`src/rtl/prefetcher_ar_arbiter.sv`:
```
// Arbitrates demand vs prefetch AR requests into one registered downstream AR slot (PR_ARB_STARVE_EN enables anti-starvation).
// Latency: source handshake in cycle N -> m_ar_valid with payload in cycle N+1; 1 req/cycle while m_ar_ready is high.
// Backpressure: m_ar_ready low while FULL holds the payload and drops both source readies.
module prefetcher_ar_arbiter #(
    parameter int ADDR_BITS       = 64,
    parameter int BURST_LEN_WIDTH = 8,
    parameter int TID_WIDTH       = 4,
    parameter int STARVE_WIDTH    = 4,
    parameter int LOG_MAX_PF      = 3
) (
    input  logic                       clk,
    input  logic                       resetN,
    input  logic                       en,
    input  logic                       flush,
    input  logic                       d_ar_valid,
    output logic                       d_ar_ready,
    input  logic [BURST_LEN_WIDTH-1:0] d_ar_len,
    input  logic [ADDR_BITS-1:0]       d_ar_addr,
    input  logic [TID_WIDTH-1:0]       d_ar_id,
    input  logic                       p_ar_valid,
    output logic                       p_ar_ready,
    input  logic [BURST_LEN_WIDTH-1:0] p_ar_len,
    input  logic [ADDR_BITS-1:0]       p_ar_addr,
    input  logic [TID_WIDTH-1:0]       p_ar_id,
    output logic                       m_ar_valid,
    input  logic                       m_ar_ready,
    output logic [BURST_LEN_WIDTH-1:0] m_ar_len,
    output logic [ADDR_BITS-1:0]       m_ar_addr,
    output logic [TID_WIDTH-1:0]       m_ar_id,
    output logic                       m_ar_src,
    input  logic                       pf_done,
    input  logic [LOG_MAX_PF:0]        crs_maxPf,
    input  logic [STARVE_WIDTH-1:0]    crs_starveLimit,
    output logic [LOG_MAX_PF:0]        pfOutstanding
);

    typedef enum logic {EMPTY = 1'b0, FULL = 1'b1} state_t;

    state_t                     state_q, state_d;
    logic [BURST_LEN_WIDTH-1:0] len_q, len_d;
    logic [ADDR_BITS-1:0]       addr_q, addr_d;
    logic [TID_WIDTH-1:0]       id_q, id_d;
    logic                       src_q, src_d;
    logic [LOG_MAX_PF:0]        pf_out_q, pf_out_d;

    logic can_load, pf_ok, grant_d, grant_p, load, m_hs, pf_inc, pf_dec;

`ifdef PR_ARB_STARVE_EN
    logic [STARVE_WIDTH-1:0] starve_q, starve_d;
`else
    logic unused_starve_limit;
    assign unused_starve_limit = ^crs_starveLimit;
`endif

    always_comb begin
        can_load = (state_q == EMPTY) | m_ar_ready;
        pf_ok    = p_ar_valid & en & ~flush & (pf_out_q < crs_maxPf);
`ifdef PR_ARB_STARVE_EN
        grant_p  = pf_ok & (~d_ar_valid | (starve_q >= crs_starveLimit));
`else
        grant_p  = pf_ok & ~d_ar_valid;
`endif
        grant_d  = d_ar_valid & ~grant_p;
        load     = can_load & (grant_d | grant_p);
        m_hs     = (state_q == FULL) & m_ar_ready;

        state_d = state_q;
        len_d   = len_q;
        addr_d  = addr_q;
        id_d    = id_q;
        src_d   = src_q;
        if (load) begin
            state_d = FULL;
            src_d   = grant_p;
            len_d   = grant_p ? p_ar_len  : d_ar_len;
            addr_d  = grant_p ? p_ar_addr : d_ar_addr;
            id_d    = grant_p ? p_ar_id   : d_ar_id;
        end else if (m_hs) begin
            state_d = EMPTY;
        end

        // A pf_done with nothing outstanding is dropped so the count never wraps.
        pf_inc   = m_hs & src_q;
        pf_dec   = pf_done & (pf_out_q != '0);
        pf_out_d = pf_out_q;
        if (pf_inc && !pf_dec)
            pf_out_d = pf_out_q + 1'b1;
        else if (pf_dec && !pf_inc)
            pf_out_d = pf_out_q - 1'b1;

`ifdef PR_ARB_STARVE_EN
        starve_d = starve_q;
        if (can_load && grant_p)
            starve_d = '0;
        else if (can_load && grant_d && pf_ok && (starve_q != '1))
            starve_d = starve_q + 1'b1;
`endif
    end

    always_ff @(posedge clk or negedge resetN) begin
        if (!resetN) begin
            state_q  <= EMPTY;
            len_q    <= '0;
            addr_q   <= '0;
            id_q     <= '0;
            src_q    <= 1'b0;
            pf_out_q <= '0;
`ifdef PR_ARB_STARVE_EN
            starve_q <= '0;
`endif
        end else begin
            state_q  <= state_d;
            len_q    <= len_d;
            addr_q   <= addr_d;
            id_q     <= id_d;
            src_q    <= src_d;
            pf_out_q <= pf_out_d;
`ifdef PR_ARB_STARVE_EN
            starve_q <= starve_d;
`endif
        end
    end

    assign m_ar_valid    = (state_q == FULL);
    assign m_ar_len      = len_q;
    assign m_ar_addr     = addr_q;
    assign m_ar_id       = id_q;
    assign m_ar_src      = src_q;
    assign d_ar_ready    = can_load & grant_d;
    assign p_ar_ready    = can_load & grant_p;
    assign pfOutstanding = pf_out_q;

endmodule

```
`config.mk`:
```
export PLATFORM = sky130hd
export DESIGN_NAME = prefetcher_ar_arbiter
export DESIGN_NICKNAME = d
export VERILOG_FILES = /design/src/rtl/prefetcher_ar_arbiter.sv
export SDC_FILE = /design/constraint.sdc
export NUM_CORES = 1
export LEC_CHECK = 0
export BUFFER_PORTS_ARGS = -buffer_cell sky130_fd_sc_hd__buf_2
export CORE_MARGIN = 2
export CORE_UTILIZATION = 47
export CTS_CLUSTER_SIZE = 30
export DETAILED_ROUTE_END_ITERATION = 12
export GPL_TIMING_DRIVEN = 0
export HOLD_SLACK_MARGIN = 0.06
export PLACE_DENSITY = 0.95
export SLEW_MARGIN = 20
export SYNTH_ARGS = -nofsm -noshare
export SYNTH_HDL_FRONTEND = slang
export SYNTH_SLANG_ARGS = --single-unit
export TNS_END_PERCENT = 30
```
`constraint.sdc`:
```
create_clock -name clk -period 6.1 [get_ports clk]
set_clock_uncertainty 0.05 [all_clocks]
set_input_delay 0.305 -clock clk [delete_from_list [all_inputs] [get_ports clk]]
set_output_delay 0.305 -clock clk [all_outputs]
set_load 0.01 [all_outputs]
```
Word-level counts from Yosys, hierarchy flattened --
Index checks and enable logic that the tools add are counted.
Storage, ports and cells: register bits after elaboration 82, bits in latches 0, memory bits (writable) 0, memory bits (read-only) 0, input port bits 168, output and inout bits 84, logic and storage cells 40, memories 0
Cells by class: $add $sub $neg 2, multiply operators 0, divide/modulo/power cells 0, magnitude comparators 1, equality and inequality tests 0, shift-type cells 0, multiplexer cells 7, bitwise gates (word level) 17, reductions and logical operators 7
Operators by type and width (count):
- $mux W64 | 1
- $mux W4 | 3
- $and A1 B1 Y1 | 11
- $mux W8 | 1
- $add A4 B1 Y4 const B | 1
- $lt A4 B4 Y1 | 1
- $not A1 Y1 | 4
- $reduce_bool A2 Y1 | 2
- $reduce_bool A4 Y1 | 1
- $sub A4 B1 Y4 const B | 1
- $logic_and A1 B1 Y1 | 2
- $logic_not A1 Y1 | 2
- $mux W1 | 2
- $or A1 B1 Y1 | 2

Depth between registers and ports, before layout --
Gate-level depths: netlist of run 1.
depth after elaboration 9, mapped depth 9, mapped depth without buffers 9

Worst setup path before layout of run 1 --
No wires, ideal clock.
path type reg-to-reg, start point register pf_out_q[1] (netlist: pfOutstanding[1]), end point register addr_q[0] (netlist: m_ar_addr[0]), data arrival time 2.106 ns, required time 5.925 ns, path slack 3.819 ns, stages on the path, launching flop included 9, path buffers 2, cell sequence dfrtp_1 ha_1 o211ai_1 a21oi_2 nor3_2 buf_6 buf_6 mux2_1 mux2_2
On the way: longest elaborated chain between the ends 7
Ends and longest elaborated chain:
- from (decl) | RTL line 44 | logic [LOG_MAX_PF:0] pf_out_q, pf_out_d;
- from (signal assigned) | RTL line 117 | pf_out_q <= pf_out_d;
- $lt A4 B4 Y1 * | RTL line 57 | pf_ok = p_ar_valid & en & ~flush & (pf_out_q < crs_maxPf);
- $and A1 B1 Y1 * | RTL line 57
- $and A1 B1 Y1 * | RTL line 61 | grant_p = pf_ok & ~d_ar_valid;
- $not A1 Y1 | RTL line 63 | grant_d = d_ar_valid & ~grant_p;
- $and A1 B1 Y1 | RTL line 63
- $or A1 B1 Y1 | RTL line 64 | load = can_load & (grant_d | grant_p);
- $and A1 B1 Y1 | RTL line 64
- to (signal assigned) | RTL line 114 | addr_q <= addr_d;
- to (decl) | RTL line 41 | logic [ADDR_BITS-1:0] addr_q, addr_d;
Every way passes the cells marked *; elsewhere a longest branch is shown, timed or not. A chain may end at the register's enable or synchronous reset.

Worst setup path after layout of run 1 --
start point register pf_out_q[1] (netlist: pfOutstanding[1]), end point output port p_ar_ready
On the way: longest elaborated chain between the ends 4
Ends and longest elaborated chain:
- $lt A4 B4 Y1 | RTL line 57
- $and A1 B1 Y1 | RTL line 57
- $and A1 B1 Y1 | RTL line 61
- $and A1 B1 Y1 | RTL line 130 | assign p_ar_ready = can_load & grant_p;
- to (decl) | RTL line 21 | output logic p_ar_ready,
No other way between the ends.

==> impl_metrics.yaml, run 1 <==
grt:
  overflow: 0
  antenna_found_initial: 0
  grt_util_all_layers_pct: 21.53
  grt_pass1_vias: 3636
  grt_max_degree: 51
  grt_pass1_wl_mm: 16.68
timing:
  slew_viol_final: 0
  tightest_slew_ps: 542.8
  tns_ps: 0
  rsz0062_at_grt: "false"
  hold_viol_final: 0
  setup_violations: 0
  holdWs_ps: 239.9
  max_slew_margin_pct: 63.62
  min_period_ps: 2913
  post-route-period-util_pct: 47.75
  max_freq_mhz: 343.3
  fin_ws_ps: 3187
route:
  wl_mm: 10.19
  drc: 0
  drt-wirelength-per-cell_microns: 15.41
  drtIter0Drc: 48
  ant_nets: 0
  firstDrtPassIters: 4
  vias: 3290
  via_per_inst: 4.977
place:
  hpwl_mm: 8.334
  placedCellCount: 645
  port_buffers: 247
  place_area_sq_mm: 0.005574
  pre_cts_ws_ps: 3373
  gp_congestion: 0.8198
floorplan:
  ioPinCount: 252
  start_util_pct: 48.08
  dieArea_sq_mm: 0.009648
  die_y_microns: 98.23
  core_sq_mm: 0.008678
  num_rows: 34
  die_w_microns: 98.23
synth:
  ys_ff_latch: 82
  syn-num-nets: 464
  syn_area_per_cell_sq_um: 14.44
  synth_cell_types: 24
  synth_seq_area_share_pct: 49.18
  yosys_warnings: 0
  syn_inst: 289
  syn_area_sq_mm: 0.004173
layout:
  stdcell_count: 661
  layout.nets: 724
  fillCellCount: 671
  antenna_cells: 0
  mostFrequentLayoutCell: "buf_2"
  final_cell_mix: "253 x buf_2, 124 x mux2_2, 82 x dfrtp_1"
  layout-drive-gt1-share_pct: 73.42
  final_util_pct: 66.19
  syn2layout_area_growth_pct: 37.66
  design_area_sq_mm: 0.005744
clocking:
  clk_pin_slew_ps: 80
  cts_setup_buffers: 0
  clk_path_buf_depth: 2
  clk_latency_ps: 330
  clockRootBuffer: "clkbuf_8"
  clock-sinks: 82
  tritoncts: "yes"
  htreeDepth: 3
  cts_buffers: 9
power_and_ir_drop:
  power_density_mw_per_mm2: 291.4
  p_int_mw: 1.140
  p_leak_nw: 2.835
  combPwrFrac_pct: 34.9
  p_clk_share_pct: 19.7
  switching_share_pct: 31.89
  vdd.ir_drop.worst_mv: 0.2011
  p_total_mw: 1.674
  switching_power_mw: 0.5337
  seqPwrFrac_pct: 45.5
critical_path:
  cp_data_arrival_time_ps: 2560
  critPathMaxStageDelay_ps: 470
  r2r_slack_ps: 3410
  cpMaxStageDelayCell: "dfrtp_1"
  critPathMaxFanout: 10
  critPathTopFamily: "simple AND/OR/NAND/NOR gates"
  critPathBufInv: 3
  crit_chain: "ha_1 -> o211ai_1 -> a21oi_2 -> nor3_2 -> buf_6 -> buf_6 -> and2_1 -> buf_2"
  cpMostUsedCell: "buf_6"
  crit_path_end_kind: "output port"
  cp-start-kind: "flip-flop"
  critPathRequiredTime_ps: 5740
  critPathKind: "flip-flop to output port"
run_status:
  outcome: "finished clean"
worst_hold_path:
  hp-class: "input pin to flip-flop"
run:
  cap_violations: 0
final timing paths:
path	startpoint	cells past startpoint	endpoint
max	pfOutstanding[1]	8	p_ar_ready
min	m_ar_ready	4	m_ar_valid
max reg2reg	pfOutstanding[1]	8	m_ar_addr[25]
min reg2reg	m_ar_addr[9]	1	m_ar_addr[9]
max in group asynchronous	resetN	3	m_ar_addr[27]
min in group asynchronous	resetN	2	m_ar_addr[35]
synthesized netlist by cell type:
library cell	instances	area, sq um
buf_6	4	45.04
o21ba_2	1	10.01
mux2_2	124	1396
dfrtp_1	82	2052
inv_1	6	22.52
a21oi_2	2	17.52
nor3_2	1	10.01
ha_1	6	75.07
a21o_1	2	15.01
buf_2	7	35.03
nand2_1	5	18.77
o211ai_1	1	7.510
and3_1	1	6.260
xnor2_1	3	26.28
xor2_1	1	8.760
nand4_1	1	6.260
and2_1	1	6.260
buf_4	5	37.54
o21ai_0	1	5.000
nor2_1	3	11.26
fa_1	1	20.02
a21oi_1	1	5.000
o41ai_1	1	8.760
mux2_1	29	326.6
routing by layer:
layer	vias to the layer above	routed length (microns)	global-route usage [%]
met5	-	0	0
met4	0	244	8.114
met3	26	635	4.009
met2	152	5531	41.04
met1	1553	3773	23.58
li1	1559	-	-
tightest hold or removal path, cell delays in order:
cell	delay, ps
buf_2	90
inv_1	50
nand2_1	80
nand2_1	50
cells by family (layout without fill, tap and decap cells):
group                      count (synthesis)  count (layout)  share of synthesized area [%]
muxes                                    153             153                          41.29
DFF                                       82              82                          49.18
buffers and inverters                     22             286                          3.358
and+or+nand+nor                           12              12                          1.410
AOI/OAI and AO/OA                          9               9                          1.649
adders and majority gates                  7               7                          2.279
xor gates and xnor gates                   4               4                         0.8397
power groups by stage:
| stage | Clock [mW] | Sequential [mW] | Combinational [mW] |
|---|---|---|---|
| 5_1_grt | 0.365 | 0.782 | 0.639 |
| 2_1_floorplan | 0 | 0.828 | 0.266 |
| 3_3_place_gp | 0 | 0.761 | 0.566 |
| 6_report | 0.329 | 0.761 | 0.584 |
| 3_5_place_dp | 0 | 0.772 | 0.594 |
| 4_1_cts | 0.344 | 0.762 | 0.594 |
registers in the layout, summed over array words and instances (netlist names):
name,count
m_ar_addr,64
m_ar_id,4
pfOutstanding,4
m_ar_len,8
m_ar_src,1
m_ar_valid,1
timing repair:
item	CTS	global route
endpoints found under the hold margin	32	0
hold buffers	1	0
gates resized for setup	0	0
area by class of cell:
class	count	area (sq um)	area share (%)
buffer	16	117.6	2.047
timing repair buffer	249	1276	22.22
clock inverter	5	32.53	0.5663
tap	108	135.1	2.352
multi-input combinational	185	1981	34.48
inverter	6	22.52	0.3921
clock buffer	10	127.6	2.222
sequential	82	2052	35.72
Note: power is estimated with default switching activity, not from simulation.
==> run 2, diff against run 1 <==
Settings changed: CORE_UTILIZATION 47 to 44, PLACE_DENSITY 0.95 to 0.92.
Clock period 6.1 ns to 2.72 ns, I/O delays scaled along.
==> run 2 against run 1 <==
Global-route usage down 1.7 points; clock power rose to 2.8 times the previous value; critical path depth unchanged; wire length up 3.2%; count of clock-buffer cells in the layout up 1; via count up 0.97%; final cell count up 4.1%; worst setup slack worse by 3000 ps; sequential share of layout area down 0.77 points; cell area up 2.2%; largest power group unchanged.
==> impl_metrics.yaml, run 2 (same netlist as run 1, synthesis figures left out) <==
run_status:
  outcome: "finished clean"
clocking:
  clk_latency_ps: 340
  clk_path_buf_depth: 2
  clock-sinks: 82
  tritoncts: "yes"
  clk_pin_slew_ps: 90
  htreeDepth: 3
  cts_buffers: 9
  clockRootBuffer: "clkbuf_8"
timing:
  hold_viol_final: 0
  tightest_slew_ps: 550.0
  max_freq_mhz: 398.4
  fin_ws_ps: 209.8
  post-route-period-util_pct: 92.29
  setup_violations: 0
  tns_ps: 0
  min_period_ps: 2510
  slew_viol_final: 0
  max_slew_margin_pct: 63.33
  rsz0062_at_grt: "false"
critical_path:
  r2r_cells: 8
  r2r-start: "pfOutstanding[1]"
  r2r_slack_ps: 210
  critPathKind: "flip-flop to flip-flop"
  cp_data_arrival_time_ps: 2690
  reg2reg_to: "m_ar_addr[63]"
  crit_path_end_kind: "flip-flop"
  cp-start-kind: "flip-flop"
  crit_start: "pfOutstanding[1]"
  critPathRequiredTime_ps: 2900
  critPathMaxFanout: 10
  cp-endpoint: "m_ar_addr[63]"
worst_hold_path:
  hp-class: "input pin to flip-flop"
power_and_ir_drop:
  vdd.ir_drop.worst_mv: 0.3535
  power_density_mw_per_mm2: 670.2
  p_leak_nw: 2.880
layout:
  final_util_pct: 63.53
  multiInputGateArea_sq_mm: 0.001987
  largest_reg_flops: 64
  mostFrequentLayoutCell: "buf_2"
  layout.nets: 729
  antenna_cells: 0
  design_area_sq_mm: 0.005871
  syn2layout_area_growth_pct: 40.69
  final_cell_mix: "253 x buf_2, 124 x mux2_2, 82 x dfrtp_1"
  fillCellCount: 729
  register_area_sq_mm: 0.002052
  layout-drive-gt1-share_pct: 73.17
route:
  drc: 0
  drt-wirelength-per-cell_microns: 15.28
  ant_nets: 0
  via_per_inst: 4.828
  firstDrtPassIters: 4
  drtIter0Drc: 25
  wl_mm: 10.52
  vias: 3322
floorplan:
  dieArea_sq_mm: 0.01028
  core_sq_mm: 0.009240
  die_y_microns: 101.4
  num_rows: 35
  start_util_pct: 45.16
  ioPinCount: 252
  die_w_microns: 101.4
place:
  gp_congestion: 0.8459
  pre_cts_ws_ps: 77.47
  port_buffers: 247
  hpwl_mm: 8.371
  place_area_sq_mm: 0.005593
grt:
  grt_max_degree: 43
  antenna_found_initial: 0
  grt_pass1_wl_mm: 15.77
  grt_util_all_layers_pct: 19.85
  grt_pass1_vias: 3388
  overflow: 0
run:
  cap_violations: 0
-- run 2: cell types whose count changed in the layout (fill, tap and decap cells not counted) --
cell,change
buf_12,+1
clkinv_2,-2
buf_16,-1
buf_4,+1
nor3_2,-1
clkinvlp_4,-1
dlygate4sd3_1,+4
clkbuf_1,-1
nor3_4,+1
bufinv_16,+1
clkbuf_8,+2
clkinv_4,+2
-- run 2: layer usage --
metal  wire length, microns  track usage, %
met3                    654           4.210
met2                   5487           36.47
met4                    274           8.732
met1                   4099           22.03
met5                      0               0
-- run 2: layout make-up --
class / count / area share (%)
repair buffers: 254 / 22.42
plain buffers: 16 / 2.003
clock inverters: 5 / 1.066
multi-input cells: 185 / 33.84
flip-flops and latches: 82 / 34.95
clock buffers: 11 / 2.579
inverters: 6 / 0.3836
well taps: 129 / 2.749
-- run 2: worst max-delay path: stages, from the launching register on --
cell and delay, ps:
dfrtp_1 470, ha_1 310, o211ai_1 190, a21oi_2 80
nor3_4 210, buf_4 160, buf_2 270, mux2_2 380
mux2_2 260
-- run 2: through the flow --
| stage | power (mW) | std cells | hold WS (ps) |
|---|---|---|---|
| 2_1_floorplan | 2.452 | 289 | -209.6 |
| 3_3_place_gp | 2.977 | 665 | 407.3 |
| 3_5_place_dp | 3.046 | 666 | 109.6 |
| 4_1_cts | 3.989 | 687 | 64.98 |
| 5_1_grt | 4.189 | 688 | 73.67 |
| 6_report | 3.935 | 688 | 80.62 |
-- run 2: worst min-delay path by stage --
stage                   from            end  cells after the start
6_report        d_ar_addr[0]   m_ar_addr[0]                      3
4_1_cts        d_ar_addr[20]  m_ar_addr[20]                      3
5_1_grt         d_ar_addr[6]   m_ar_addr[6]                      3
2_1_floorplan         resetN   m_ar_addr[0]                      0
3_5_place_dp          resetN  m_ar_addr[43]                      1
3_3_place_gp      m_ar_ready     m_ar_valid                      4
-- run 2: report_power, final --
part / switching (mW) / total (mW) / leakage [nW] / internal [mW]
Sequential: 0.187 / 1.70 / 0.958 / 1.52
Combinational: 0.592 / 1.31 / 1.82 / 0.718
Clock: 0.443 / 0.921 / 0.102 / 0.478
-- run 2: repair_timing --
| item | in CTS | in global routing |
|---|---|---|
| endpoints found under the setup margin | 1 | 1 |
| setup buffers | 0 | 1 |
| hold endpoints to repair | 43 | 0 |
| pin swaps | 0 | 1 |
| hold buffers | 5 | 0 |
| resized for setup | 1 | 0 |
